## src/rtl/mac32_arbiter.sv

```systemverilog
// rtl/mac32_arbiter.sv - NREQ-way arbiter issuing MAC ops in order with a tag FIFO for responses
// Define MAC32_ARB_FIXED_PRIO_EN for fixed-priority (lowest index wins) instead of round-robin.
module mac32_arbiter #(
    parameter int PARM_XLEN    = 32,
    parameter int NREQ         = 4,
    parameter int MAX_INFLIGHT = 4
) (
    input  logic                      clk,
    input  logic                      rst,
    input  logic [NREQ-1:0]           req_valid_i,
    output logic [NREQ-1:0]           req_ready_o,
    input  logic [NREQ*PARM_XLEN-1:0] req_a_i,
    input  logic [NREQ*PARM_XLEN-1:0] req_b_i,
    input  logic [NREQ*PARM_XLEN-1:0] req_c_i,
    output logic [PARM_XLEN-1:0]      mac_a_o,
    output logic [PARM_XLEN-1:0]      mac_b_o,
    output logic [PARM_XLEN-1:0]      mac_c_o,
    output logic                      mac_valid_o,
    input  logic                      mac_valid_i,
    input  logic [PARM_XLEN-1:0]      mac_result_i,
    output logic [NREQ-1:0]           rsp_valid_o,
    output logic [PARM_XLEN-1:0]      rsp_data_o,
    output logic                      busy_o,
    output logic                      err_o
);
    localparam int TAG_W = $clog2(NREQ);
    localparam int PTR_W = (MAX_INFLIGHT > 1) ? $clog2(MAX_INFLIGHT) : 1;
    localparam int CNT_W = $clog2(MAX_INFLIGHT + 1);

    typedef enum logic [1:0] {OCC_EMPTY, OCC_ACTIVE, OCC_FULL} occ_e;

    logic [TAG_W-1:0]     tag_mem_q [MAX_INFLIGHT];
    logic [PTR_W-1:0]     wr_ptr_q, rd_ptr_q;
    logic [CNT_W-1:0]     count_q, count_d;
    occ_e                 occ_q, occ_d;
    logic [PARM_XLEN-1:0] mac_a_q, mac_b_q, mac_c_q, rsp_data_q;
    logic [NREQ-1:0]      rsp_valid_q;
    logic                 mac_valid_q, err_q;
    logic                 found, hs, pop;
    logic [TAG_W-1:0]     win_idx, idx;
    int                   s;

`ifdef MAC32_ARB_FIXED_PRIO_EN
    always_comb begin
        found   = 1'b0;
        win_idx = '0;
        idx     = '0;
        s       = 0;
        for (int i = NREQ - 1; i >= 0; i--) begin
            s   = i;
            idx = TAG_W'(s);
            if (req_valid_i[idx]) begin
                found   = 1'b1;
                win_idx = idx;
            end
        end
    end
`else
    logic [TAG_W-1:0] ptr_q;

    // Descending scan so the requester closest to ptr_q (smallest offset) wins.
    always_comb begin
        found   = 1'b0;
        win_idx = '0;
        idx     = '0;
        s       = 0;
        for (int i = NREQ - 1; i >= 0; i--) begin
            s = int'(ptr_q) + i;
            if (s >= NREQ) s = s - NREQ;
            idx = TAG_W'(s);
            if (req_valid_i[idx]) begin
                found   = 1'b1;
                win_idx = idx;
            end
        end
    end

    always_ff @(posedge clk or posedge rst) begin
        if (rst) begin
            ptr_q <= '0;
        end else if (hs) begin
            ptr_q <= (win_idx == TAG_W'(NREQ - 1)) ? '0 : win_idx + 1'b1;
        end
    end
`endif

    // Full is taken from registered occupancy; a same-cycle pop does not open a slot.
    assign hs  = found && (occ_q != OCC_FULL) && !rst;
    assign pop = mac_valid_i && (occ_q != OCC_EMPTY);

    always_comb begin
        req_ready_o = '0;
        if (hs) req_ready_o[win_idx] = 1'b1;
    end

    always_comb begin
        count_d = count_q;
        if (hs && !pop)      count_d = count_q + 1'b1;
        else if (!hs && pop) count_d = count_q - 1'b1;
        if (count_d == '0)                           occ_d = OCC_EMPTY;
        else if (count_d == CNT_W'(MAX_INFLIGHT))    occ_d = OCC_FULL;
        else                                         occ_d = OCC_ACTIVE;
    end

    always_ff @(posedge clk) begin
        if (hs) tag_mem_q[wr_ptr_q] <= win_idx;
    end

    always_ff @(posedge clk or posedge rst) begin
        if (rst) begin
            mac_a_q     <= '0;
            mac_b_q     <= '0;
            mac_c_q     <= '0;
            mac_valid_q <= 1'b0;
            rsp_valid_q <= '0;
            rsp_data_q  <= '0;
            err_q       <= 1'b0;
            wr_ptr_q    <= '0;
            rd_ptr_q    <= '0;
            count_q     <= '0;
            occ_q       <= OCC_EMPTY;
        end else begin
            mac_valid_q <= hs;
            rsp_valid_q <= '0;
            count_q     <= count_d;
            occ_q       <= occ_d;
            if (hs) begin
                mac_a_q  <= req_a_i[win_idx*PARM_XLEN +: PARM_XLEN];
                mac_b_q  <= req_b_i[win_idx*PARM_XLEN +: PARM_XLEN];
                mac_c_q  <= req_c_i[win_idx*PARM_XLEN +: PARM_XLEN];
                wr_ptr_q <= (wr_ptr_q == PTR_W'(MAX_INFLIGHT - 1)) ? '0 : wr_ptr_q + 1'b1;
            end
            if (pop) begin
                rsp_valid_q[tag_mem_q[rd_ptr_q]] <= 1'b1;
                rsp_data_q <= mac_result_i;
                rd_ptr_q   <= (rd_ptr_q == PTR_W'(MAX_INFLIGHT - 1)) ? '0 : rd_ptr_q + 1'b1;
            end
            if (mac_valid_i && (occ_q == OCC_EMPTY)) err_q <= 1'b1;
        end
    end

    assign mac_a_o     = mac_a_q;
    assign mac_b_o     = mac_b_q;
    assign mac_c_o     = mac_c_q;
    assign mac_valid_o = mac_valid_q;
    assign rsp_valid_o = rsp_valid_q;
    assign rsp_data_o  = rsp_data_q;
    assign err_o       = err_q;
    assign busy_o      = (count_q != '0);
endmodule

```

## config.mk

```make
export PLATFORM = sky130hd
export DESIGN_NAME = mac32_arbiter
export DESIGN_NICKNAME = d
export VERILOG_FILES = /design/src/rtl/mac32_arbiter.sv
export SDC_FILE = /design/constraint.sdc
export NUM_CORES = 1
export LEC_CHECK = 0
export ABC_AREA = 0
export CORE_AREA = 5 5 216 218
export CTS_CLUSTER_SIZE = 28
export DETAILED_ROUTE_END_ITERATION = 7
export DIE_AREA = 0 0 221 223
export PLACE_DENSITY_LB_ADDON = 0.2
export SETUP_SLACK_MARGIN = 0.15
export SYNTH_ARGS = -nofsm -noshare
export SYNTH_HDL_FRONTEND = slang
export SYNTH_SLANG_ARGS = --single-unit
```

## constraint.sdc

```tcl
create_clock -name clk -period 8.2 [get_ports clk]
set_input_delay 1.23 -clock clk [delete_from_list [all_inputs] [get_ports clk]]
set_output_delay 1.23 -clock clk [all_outputs]
set_load 0.05 [all_outputs]
```

* After elaboration in Yosys (flattened, before gate mapping)
Memory sizes are Yosys's and may differ from the RTL's.
Index checks and enable logic that the tools add are counted.
** Word-level totals
- Flip-flop bits (word level) :: 145
- RAM bits :: 8
- Logic and storage cells :: 95
- Memories :: 1
** Memories
- tag_mem_q :: words 4, bits a word 2, read ports 1, clocked after memory_dff 0, write ports 1, line 32 : logic [TAG_W-1:0] tag_mem_q [MAX_INFLIGHT];
** Operators by class
- $add $sub $neg :: 12
- Magnitude comparators :: 12
- Eq/ne operators :: 5
- Shift-type cells :: 3
- Muxes and demuxes :: 35
- Reduce and logical (&&, ||, !) cells :: 15
** Operator list (number)
- 128-bit by 8-bit indexed part select with 32-bit output :: 3
- 2-bit two-way mux :: 13
- 2-bit by 3-bit < comparator with 1-bit output, second input constant :: 6
- 1-bit two-way mux :: 12
- 3-bit >= comparator, second input constant :: 3
- 1-bit binary-select mux with 2-bit select :: 4
- 1-bit logical AND :: 8
- 4-bit two-way mux :: 2
- 2-bit by 1-bit subtractor with 2-bit output, second input constant :: 4
- 2-bit by 1-bit adder with 2-bit output, second input constant :: 3
- 2-bit by 2-bit adder with 3-bit output, second input constant :: 2
- 2-bit equality test, second input constant :: 3
- 3-bit two-way mux :: 2
- 1-bit demux with 2-bit select :: 2
- 2-bit by 1-bit >= comparator with 1-bit output, second input constant :: 2
- 2-bit by 1-bit adder with 3-bit output, second input constant :: 1
- 3-bit by 1-bit adder with 3-bit output, second input constant :: 1
- 3-bit equality test, second input constant :: 1
- 2-bit by 3-bit >= comparator with 1-bit output, second input constant :: 1
- 1-bit zero test :: 3
- 3-bit zero test :: 1
- 3-bit nonzero test :: 1
- 3-bit by 1-bit subtractor with 3-bit output, second input constant :: 1
- 2-bit zero test :: 1
- 2 further kinds :: 2

* Longest topological paths before layout
Gate-level depths: netlist (run 1).
- Depth in word-level cells :: 18
- Mapped depth :: 9

* Worst setup path before layout (run 1)
Ideal clock, no wire load.
- Path type :: input to output
- Start point :: in rst
- End point :: out req_ready_o[0]
- Arrival time :: 5.874 ns
- Data required time :: 6.970 ns
- Path slack :: 1.096 ns
- Stages :: 5
- Path buffers :: 1
- Cell sequence :: inv_1 -> nand3_2 -> inv_2 -> clkbuf_1 -> and2_1
** On the way
- Cells in the longest elaborated chain, start to end :: 3
** RTL lines
- start: declaration :: line 9 : input logic rst,
- 1-bit zero test (no source line)
- 1-bit logical AND :: line 88 : assign hs = found && (occ_q != OCC_FULL) && !rst;
- via hs :: line 39 : logic found, hs, pop;
- 4-bit two-way mux :: line 93 : if (hs) req_ready_o[win_idx] = 1'b1;
- end: declaration :: line 11 : output logic [NREQ-1:0] req_ready_o,
The timed path passes the listed nets, and every way through them passes these cells.

* Worst setup path after layout (run 1)
- Start point :: in rst
- End point :: out req_ready_o[2]
** On the way
- Cells in the longest elaborated chain, start to end :: 3
** RTL lines (line)
- 1-bit zero test (no source line)
- 1-bit logical AND :: 88
- 4-bit two-way mux :: 93
Every way passes these cells.

==> impl_metrics.json, run 1 <==
{
  "outcome": "complete, no violations",
  "drv_cap": 0,
  "final_area_um2": 15200,
  "cts_sinks": 153,
  "synth.distinct_cells": 43,
  "drt_iter0_markers": 315,
  "leakagePower_nw": 6.70,
  "post-route-util": 0.340,
  "p_seq_frac": 0.250,
  "synth_cells": 780,
  "tightest_slew_ns": 1.01,
  "area_delta_synth_final_pct": 79.5,
  "cts_hold_buf": 0,
  "cts_resized": 0,
  "swShare": 0.466,
  "p_int_mw": 2.71,
  "period_share": 0.667,
  "dr.pass1.iters": 4,
  "cts_buffer_depth": 2,
  "met3_length_um": 2720,
  "crit_type": "input pin to output port",
  "synth_seq_area_share": 0.456,
  "cts_buffers": 17,
  "wl_per_cell_um": 20.2,
  "grt_setup_unrepaired": "no",
  "finalNetCount": 1744,
  "clkPwrFrac": 0.169,
  "htree_num_levels": 4,
  "yosys_warnings": 0,
  "hold_viol_final": 0,
  "min_period_ns": 5.47,
  "start_util": 0.190,
  "dp_hpwl_um": 30500,
  "maxSlewViolCount": 0,
  "slew_headroom": 0.327,
  "globalRouteTotalUtil": 0.152,
  "vias": 8112,
  "drive_above_1_share": 0.0393,
  "synth_top_area_share": 0.428,
  "setup.worst_path.start_class": "input pin",
  "die_w_um": 221,
  "synth_compound_area_frac": 0.173,
  "yosysTopAreaCell": "dfrtp_1",
  "final_common_cell": "clkdlybuf4s50_1",
  "setup_viol": 0,
  "max_freq_mhz": 183,
  "grt_pass1_wl_um": 57400,
  "power_frac_comb": 0.581,
  "syn_area_per_cell_um2": 10.9,
  "wl_um": 38800,
  "synth_area_um2": 8480,
  "vdd_ir_drop_max_v": 0.000136,
  "crit_fanout": 48,
  "hold_start": "rsp_data_o[28]",
  "power.switching_mw": 2.36,
  "synth_xor_area_frac": 0.00207,
  "io_pins": 562,
  "required_ns": 6.97,
  "clock_skew_ns": 0.0114,
  "worst_slack_ns": 2.73,
  "place_area_um2": 14600,
  "portBuffers": 561,
  "cts_setup_buffers": 0,
  "cts_tree": "done",
  "synth_seq_cells": 153,
  "arrival_ns": 4.24,
  "clock_latency_ns": 0.44,
  "final_cell_mix": "clkdlybuf4s50_1, mux2i_1, dfrtp_1",
  "power_density_nw_per_um2": 333,
  "coreArea_um2": 44700,
  "gp_congestion": 0.803,
  "overflow": 0,
  "hold_class": "flip-flop to flip-flop",
  "antenna_left": 0,
  "vias_per_cell": 4.22,
  "cp-startpoint": "rst",
  "dp_cells": 1890,
  "endpoint_kind": "output port",
  "rows": 78,
  "clock_tree.root_cell": "clkbuf_16",
  "top_layer_used": "met5",
  "die_h_um": 223,
  "grt_start_max_net_pins": 79,
  "synth_fa_ha_area_frac": 0.0177,
  "wl_met2_um": 20500,
  "clkTransAtPathRegs_ns": 0.06,
  "whs_path_depth": 2,
  "r2r-start": "ptr_q[1]",
  "ys_top_cells_by_area": "dfrtp_1, mux2i_1, a2bb2oi_1",
  "fin_setup_tns_ns": 0,
  "die_area_um2": 49300,
  "wl_met1_um": 15100,
  "drc_errors": 0,
  "stdcell_count": 1922,
  "antenna_cells": 0,
  "synthSimpleGateAreaFrac": 0.0678,
  "grt_pass1_vias": 8787,
  "r2r_cells": 7,
  "pre_cts_ws_ns": 2.63,
  "synthMuxAreaShare": 0.234,
  "synth_fp_nets": 1215,
  "synth_top_family_by_area": "multiplexers",
  "antenna_found_initial": 1
}
## metrics by stage
stage	hold WS [ns]	power [mW]
5_1_grt	0.502	5.35
2_1_floorplan	0.444	3.17
3_3_place_gp	0.441	4.26
3_5_place_dp	0.460	4.27
6_report	0.472	5.07
4_1_cts	0.479	5.16
## Yosys cell counts (all sizes together)
library cell and number:
a2bb2oi 96, mux2i 194, nand2 108, buf 44, a32oi 1, o21ai 101
or3 1, nor2 4, o221a 1, a21o 3, nand3 1, nor3b 1
nor3 2, nor2b 2, nand4 2, or4 1, o21a 2, inv 9
ha 12, o31ai 1, o211ai 1, a21boi 1, a21oi 2, edfxtp 8
o22a 1, mux4 2, and3 1, or3b 1, o221ai 1, clkbuf 17
xnor2 1, dfrtp 145, nor4 1, nand2b 2, and2 8, o22ai 1
xor2 1
## worst max-delay path, cell delays in order
cell and delay (ns):
clkdlybuf4s50_1 0.48, inv_6 0.34, nand3_4 0.59, inv_2 0.53, and2_1 0.20, clkdlybuf4s50_1 0.83
## path summary, 6_finish.rpt
check                                 end  slack, ns
min reg2reg                rsp_data_o[28]       0.47
max reg2reg                    mac_a_o[5]       4.75
min                        rsp_data_o[28]       0.47
max                        req_ready_o[2]       2.73
max in group asynchronous      mac_b_o[5]       5.85
min in group asynchronous  rsp_data_o[19]       1.20
## power groups by stage
stage | logic, mW | registers, mW | clock network, mW
after floorplan | 0.952 | 2.22 | 0
after global placement | 2.99 | 1.27 | 0
after detailed placement | 2.99 | 1.28 | 0
after CTS | 3.00 | 1.27 | 0.891
after global routing | 3.12 | 1.31 | 0.922
final | 2.95 | 1.27 | 0.857
## cells by family (layout without fill, tap and decap cells)
logic type / Yosys count / in the layout
compound gates: 212 / 212
simple gates: 135 / 135
xor+xnor: 2 / 2
mux: 196 / 196
fa+ha+maj: 12 / 12
flops: 153 / 153
buf+inv: 70 / 612
## state kept, by name, summed over array words and instances (netlist names)
name         flops
mac_a_o         32
mac_b_o         32
mac_c_o         32
rsp_data_o      32
tag_mem_q        8
rsp_valid_o      4
count_q          3
occ_q            2
ptr_q            2
rd_ptr_q         2
wr_ptr_q         2
err_o            1
mac_valid_o      1
## metal layers
layer | GRT usage | vias up
met2 | 0.279 | 279
met4 | 0.0310 | 2
met3 | 0.0570 | 23
li1 | - | 3914
met5 | 0 | -
met1 | 0.168 | 3894
## cell type report
type / count / area [um^2]
Inverter: 9 / 46.3
Multi-Input combinational cell: 557 / 4230
Timing Repair Buffer: 571 / 5690
Tap cell: 600 / 751
Clock inverter: 12 / 164
Sequential cell: 153 / 3870
Clock buffer: 20 / 468
Fill cell: 4649 / 29500
Note: power is estimated with default switching activity, not from simulation.
==> inputs of run 2 (changes only) <==
clock period = 4.4 ns   (was 8.2 ns; I/O delays follow)
==> run 2 against run 1 <==
  * Non-clock buffer count grew 6
  * Power grew 84%
  * Clock skew shrank 0.0024 ns
  * Die area is the same
  * Sequential cell count is the same
  * Design area grew 0.41%
  * Count of clock-buffer cells in the layout shrank 2
  * Sequential share of layout area shrank 0.10 points
  * Critical path depth is the same
  * Largest power group unchanged
==> impl_metrics.json, run 2 (synthesized netlist as in run 1, its figures left out) <==
{
  "grt_setup_unrepaired": "no",
  "cts_setup_buffers": 0,
  "antenna_cells": 0,
  "crit_fanout": 40,
  "vias_per_cell": 4.21,
  "cp_cell_sequence": "clkdlybuf4s50_1, or4_4, nand3_4, inv_2, and2_2, buf_4",
  "htree_num_levels": 4,
  "place_area_um2": 14700,
  "crit_family": "simple AND/OR/NAND/NOR gates",
  "arrival_ns": 2.96,
  "drive_above_1_share": 0.0497,
  "hold_start": "err_o",
  "portBuffers": 561,
  "clock_skew_ns": 0.00896,
  "outcome": "complete, no violations",
  "die_w_um": 221,
  "slew_headroom": 0.388,
  "endpoint_kind": "output port",
  "whs_path_depth": 1,
  "overflow": 0,
  "io_pins": 562,
  "reg2reg_slack_ns": 1.70,
  "cts_buffer_depth": 2,
  "grt_pass1_wl_um": 56000,
  "drc_errors": 0,
  "start_util": 0.190,
  "finalNetCount": 1750,
  "min_period_ns": 3.62,
  "cts_buffers": 17,
  "wl_per_cell_um": 19.7,
  "grt_start_max_net_pins": 148,
  "max_freq_mhz": 276,
  "antenna_found_initial": 0,
  "leakagePower_nw": 6.72,
  "period_share": 0.824,
  "maxSlewViolCount": 0,
  "whs_endpoint": "err_o",
  "crit_buf_inv": 3,
  "hold_class": "flip-flop to flip-flop",
  "area_delta_synth_final_pct": 80.2,
  "hold_viol_final": 0,
  "r2r-start": "ptr_q[1]",
  "final_common_cell": "clkdlybuf4s50_1",
  "power_density_nw_per_um2": 613,
  "vias": 8115,
  "r2r-end": "mac_b_o[9]",
  "final_cell_mix": "clkdlybuf4s50_1, mux2i_1, dfrtp_1",
  "fillerInstances": 4628,
  "cts_hold_buf": 0,
  "crit_path_top_delay_cell": "or4_4",
  "coreArea_um2": 44700,
  "globalRouteTotalUtil": 0.148,
  "setup_viol": 0,
  "die_h_um": 223,
  "setup.worst_path.start_class": "input pin",
  "clock_tree.root_cell": "clkbuf_16",
  "gp_congestion": 0.805,
  "multi_input_area_um2": 4230,
  "dr.pass1.iters": 4,
  "cts_sinks": 153,
  "cts_resized": 0,
  "final_area_um2": 15300,
  "crit_type": "input pin to output port",
  "max_stage_delay_ns": 0.60,
  "die_area_um2": 49300,
  "r2r_cells": 7,
  "grt_pass1_vias": 8834,
  "post-route-util": 0.342,
  "cts_tree": "done",
  "tightest_slew_ns": 0.918,
  "vdd_ir_drop_max_v": 0.000238,
  "clkTransAtPathRegs_ns": 0.07,
  "drt_iter0_markers": 289,
  "rows": 78,
  "final-seq-area_um2": 3870,
  "required_ns": 3.74,
  "clock_latency_ns": 0.43,
  "antenna_left": 0,
  "wl_um": 37900,
  "drv_cap": 0,
  "dp_hpwl_um": 29400
}
run 2: how the worst max path moves through the flow:
stage	from	cells past startpoint	slack (ns)	endpoint
global placement	req_valid_i[3]	8	0.65	mac_b_o[7]
global route	req_valid_i[3]	6	0.62	req_ready_o[3]
CTS	req_valid_i[3]	6	0.66	req_ready_o[3]
floorplan	rst	5	-0.07	req_ready_o[0]
finish	req_valid_i[3]	6	0.78	req_ready_o[3]
detailed placement	req_valid_i[3]	8	0.60	mac_b_o[12]
run 2: worst reg2reg max path: cells and delay by family (launching register included):
kind / cells / cell delay, ns
AOI/OAI and AO/OA: 3 / 0.52
buffers and inverters: 2 / 0.74
DFF: 1 / 0.48
muxes: 1 / 0.44
and+or+nand+nor: 1 / 0.40
run 2: cell type report:
type | count | share of cell area
Inverter | 9 | 0.00295
Tap cell | 600 | 0.0491
Clock inverter | 14 | 0.00885
Clock buffer | 18 | 0.0281
Sequential cell | 153 | 0.253
Timing Repair Buffer | 577 | 0.381
Multi-Input combinational cell | 557 | 0.277
run 2: per-stage QoR:
stage	std cells	setup slack (ns)	setup TNS [ns]	hold WS [ns]	power, mW
after floorplan	780	-0.0722	-0.243	0.444	5.92
after global placement	1896	0.652	0	0.444	8.00
after detailed placement	1896	0.600	0	0.447	8.01
after CTS	1928	0.656	0	0.467	9.51
after global routing	1928	0.622	0	0.490	9.86
final	1928	0.775	0	0.460	9.36
run 2: where the power goes:
group	internal, mW	leakage [nW]	switching (mW)
sequential	2.00	1.85	0.350
combinational	2.14	4.61	3.43
clock	0.747	0.264	0.696
total	4.89	6.72	4.47
run 2: per-layer routing:
layer / GRT usage / routed length (um) / vias to the layer above
li1: - / - / 3928
met4: 0.0344 / 571 / 0
met2: 0.267 / 19900 / 295
met3: 0.0487 / 2520 / 33
met1: 0.169 / 15000 / 3859
met5: 0 / 0 / -
==> inputs of run 3 (changes only) <==
clock period = 3.02 ns   (was 4.4 ns; I/O delays follow)
==> run 3 against run 2 <==
  * Global-route usage rose by 0.57 points
  * Power rose by 47%
  * Non-clock buffer count rose by 18
  * Sequential share of layout area fell by 0.38 points
  * Hold slack improved by 0.0039 ns
  * Die area did not move
  * Core utilization rose by 0.53 points
  * Sequential power rose by 46%
  * Critical path type unchanged
==> impl_metrics.json, run 3 (synthesized netlist as in run 1, its figures left out) <==
{
  "power_density_nw_per_um2": 888,
  "final-seq-area_um2": 3870,
  "fillerInstances": 4597,
  "die_area_um2": 49300,
  "required_ns": 2.57,
  "worst_slack_ns": 0.341,
  "start_util": 0.190,
  "grt_start_max_net_pins": 100,
  "dp_hpwl_um": 30300,
  "antenna_left": 0,
  "drc_errors": 0,
  "top_layer_used": "met4",
  "tightest_slew_ns": 0.622,
  "dr.pass1.iters": 4,
  "globalRouteTotalUtil": 0.153,
  "pre_cts_ws_ns": 0.267,
  "die_h_um": 223,
  "coreArea_um2": 44700,
  "cts_sinks": 153,
  "grt_setup_unrepaired": "no",
  "cts_resized": 0,
  "die_w_um": 221,
  "grt_pass1_vias": 8982,
  "drv_cap": 0,
  "wl_met1_um": 15900,
  "p_seq_frac": 0.248,
  "max_freq_mhz": 373,
  "final_common_cell": "clkdlybuf4s50_1",
  "arrival_ns": 2.23,
  "crit_fanout": 6,
  "multi_input_area_um2": 4230,
  "endpoint_kind": "output port",
  "portBuffers": 561,
  "finalNetCount": 1768,
  "vias": 8235,
  "final_cell_mix": "clkdlybuf4s50_1, mux2i_1, dfrtp_1",
  "drive_above_1_share": 0.0632,
  "dp_cells": 1914,
  "power_frac_comb": 0.599,
  "io_pins": 562,
  "crit_type": "input pin to output port",
  "clock_tree.root_cell": "clkbuf_16",
  "maxSlewViolCount": 0,
  "clock_skew_ns": 0.0110,
  "clock_latency_ns": 0.47,
  "power.switching_mw": 6.50,
  "wl_per_cell_um": 19.8,
  "met3_length_um": 2550,
  "cts_tree": "done",
  "antenna_found_initial": 3,
  "leakagePower_nw": 6.86,
  "outcome": "complete, no violations",
  "wl_um": 38600,
  "cts_buffers": 17,
  "clkTransAtPathRegs_ns": 0.07,
  "cts_hold_buf": 0,
  "gp_congestion": 0.824,
  "post-route-util": 0.347,
  "hold_viol_final": 0,
  "rows": 78,
  "stdcell_count": 1949,
  "clkPwrFrac": 0.153,
  "vias_per_cell": 4.23,
  "area_delta_synth_final_pct": 83.0,
  "total_power_mw": 13.8,
  "fin_setup_tns_ns": 0,
  "hold_class": "flip-flop to flip-flop",
  "cts_buffer_depth": 2,
  "overflow": 0,
  "p_int_mw": 7.28,
  "wl_met2_um": 19300,
  "slew_headroom": 0.582,
  "min_period_ns": 2.68,
  "cts_setup_buffers": 0,
  "setup.worst_path.start_class": "input pin",
  "swShare": 0.472,
  "drt_iter0_markers": 330,
  "grt_pass1_wl_um": 57600,
  "period_share": 0.887,
  "vdd_ir_drop_max_v": 0.000506,
  "setup_viol": 0,
  "htree_num_levels": 4
}
## run 3: changes by cell type in the layout (fill, tap and decap cells not counted), moves of 2 or more
cell,delta
clkinv_4,+2
clkinv_2,+3
diode_2,+3
buf_12,+8
buf_4,+10
clkinvlp_4,-3
## run 3: final timing paths
path | end | from | depth (start not counted) | slack, ns
max in group asynchronous | mac_a_o[19] | rst | 4 | 1.37
hold reg to reg | err_o | err_o | 1 | 0.46
setup reg to reg | mac_c_o[17] | ptr_q[1] | 8 | 0.78
setup / recovery | req_ready_o[2] | req_valid_i[0] | 8 | 0.34
hold / removal | err_o | err_o | 1 | 0.46
min in group asynchronous | count_q[0] | rst | 3 | 0.60
## run 3: metal layers
metal	vias up	global-route usage
met5	-	0
met4	0	0.0516
met3	35	0.0529
met2	301	0.262
met1	3927	0.180
li1	3972	-
## run 3: area by class of cell
type | count | area share
antenna | 3 | 0.000484
timing repair buffer | 595 | 0.390
tap | 600 | 0.0484
inverter | 9 | 0.00290
clock buffer | 18 | 0.0283
clock inverter | 14 | 0.00758
sequential | 153 | 0.249
multi-input combinational | 557 | 0.273
## run 3: per-stage QoR
| stage | hold WS (ns) | instance area [um^2] |
|---|---|---|
| finish | 0.464 | 15500 |
| global route | 0.485 | 15500 |
| CTS | 0.440 | 15500 |
| detailed placement | 0.461 | 14900 |
| global placement | 0.441 | 14900 |
| floorplan | 0.444 | 8520 |
## run 3: power groups by stage
stage	sequential [mW]	combinational, mW	clock (mW)
finish	3.42	8.25	2.11
global route	3.54	8.71	2.29
CTS	3.42	8.37	2.25
detailed placement	3.44	8.35	0
global placement	3.43	8.34	0
floorplan	6.03	2.61	0
## run 3: critical path, cell delays in order
cell             delay [ns]
clkdlybuf4s50_1        0.56
a21oi_1                0.11
o21a_1                 0.22
o22a_1                 0.24
buf_4                  0.16
ha_1                   0.17
and2_4                 0.16
buf_12                 0.14
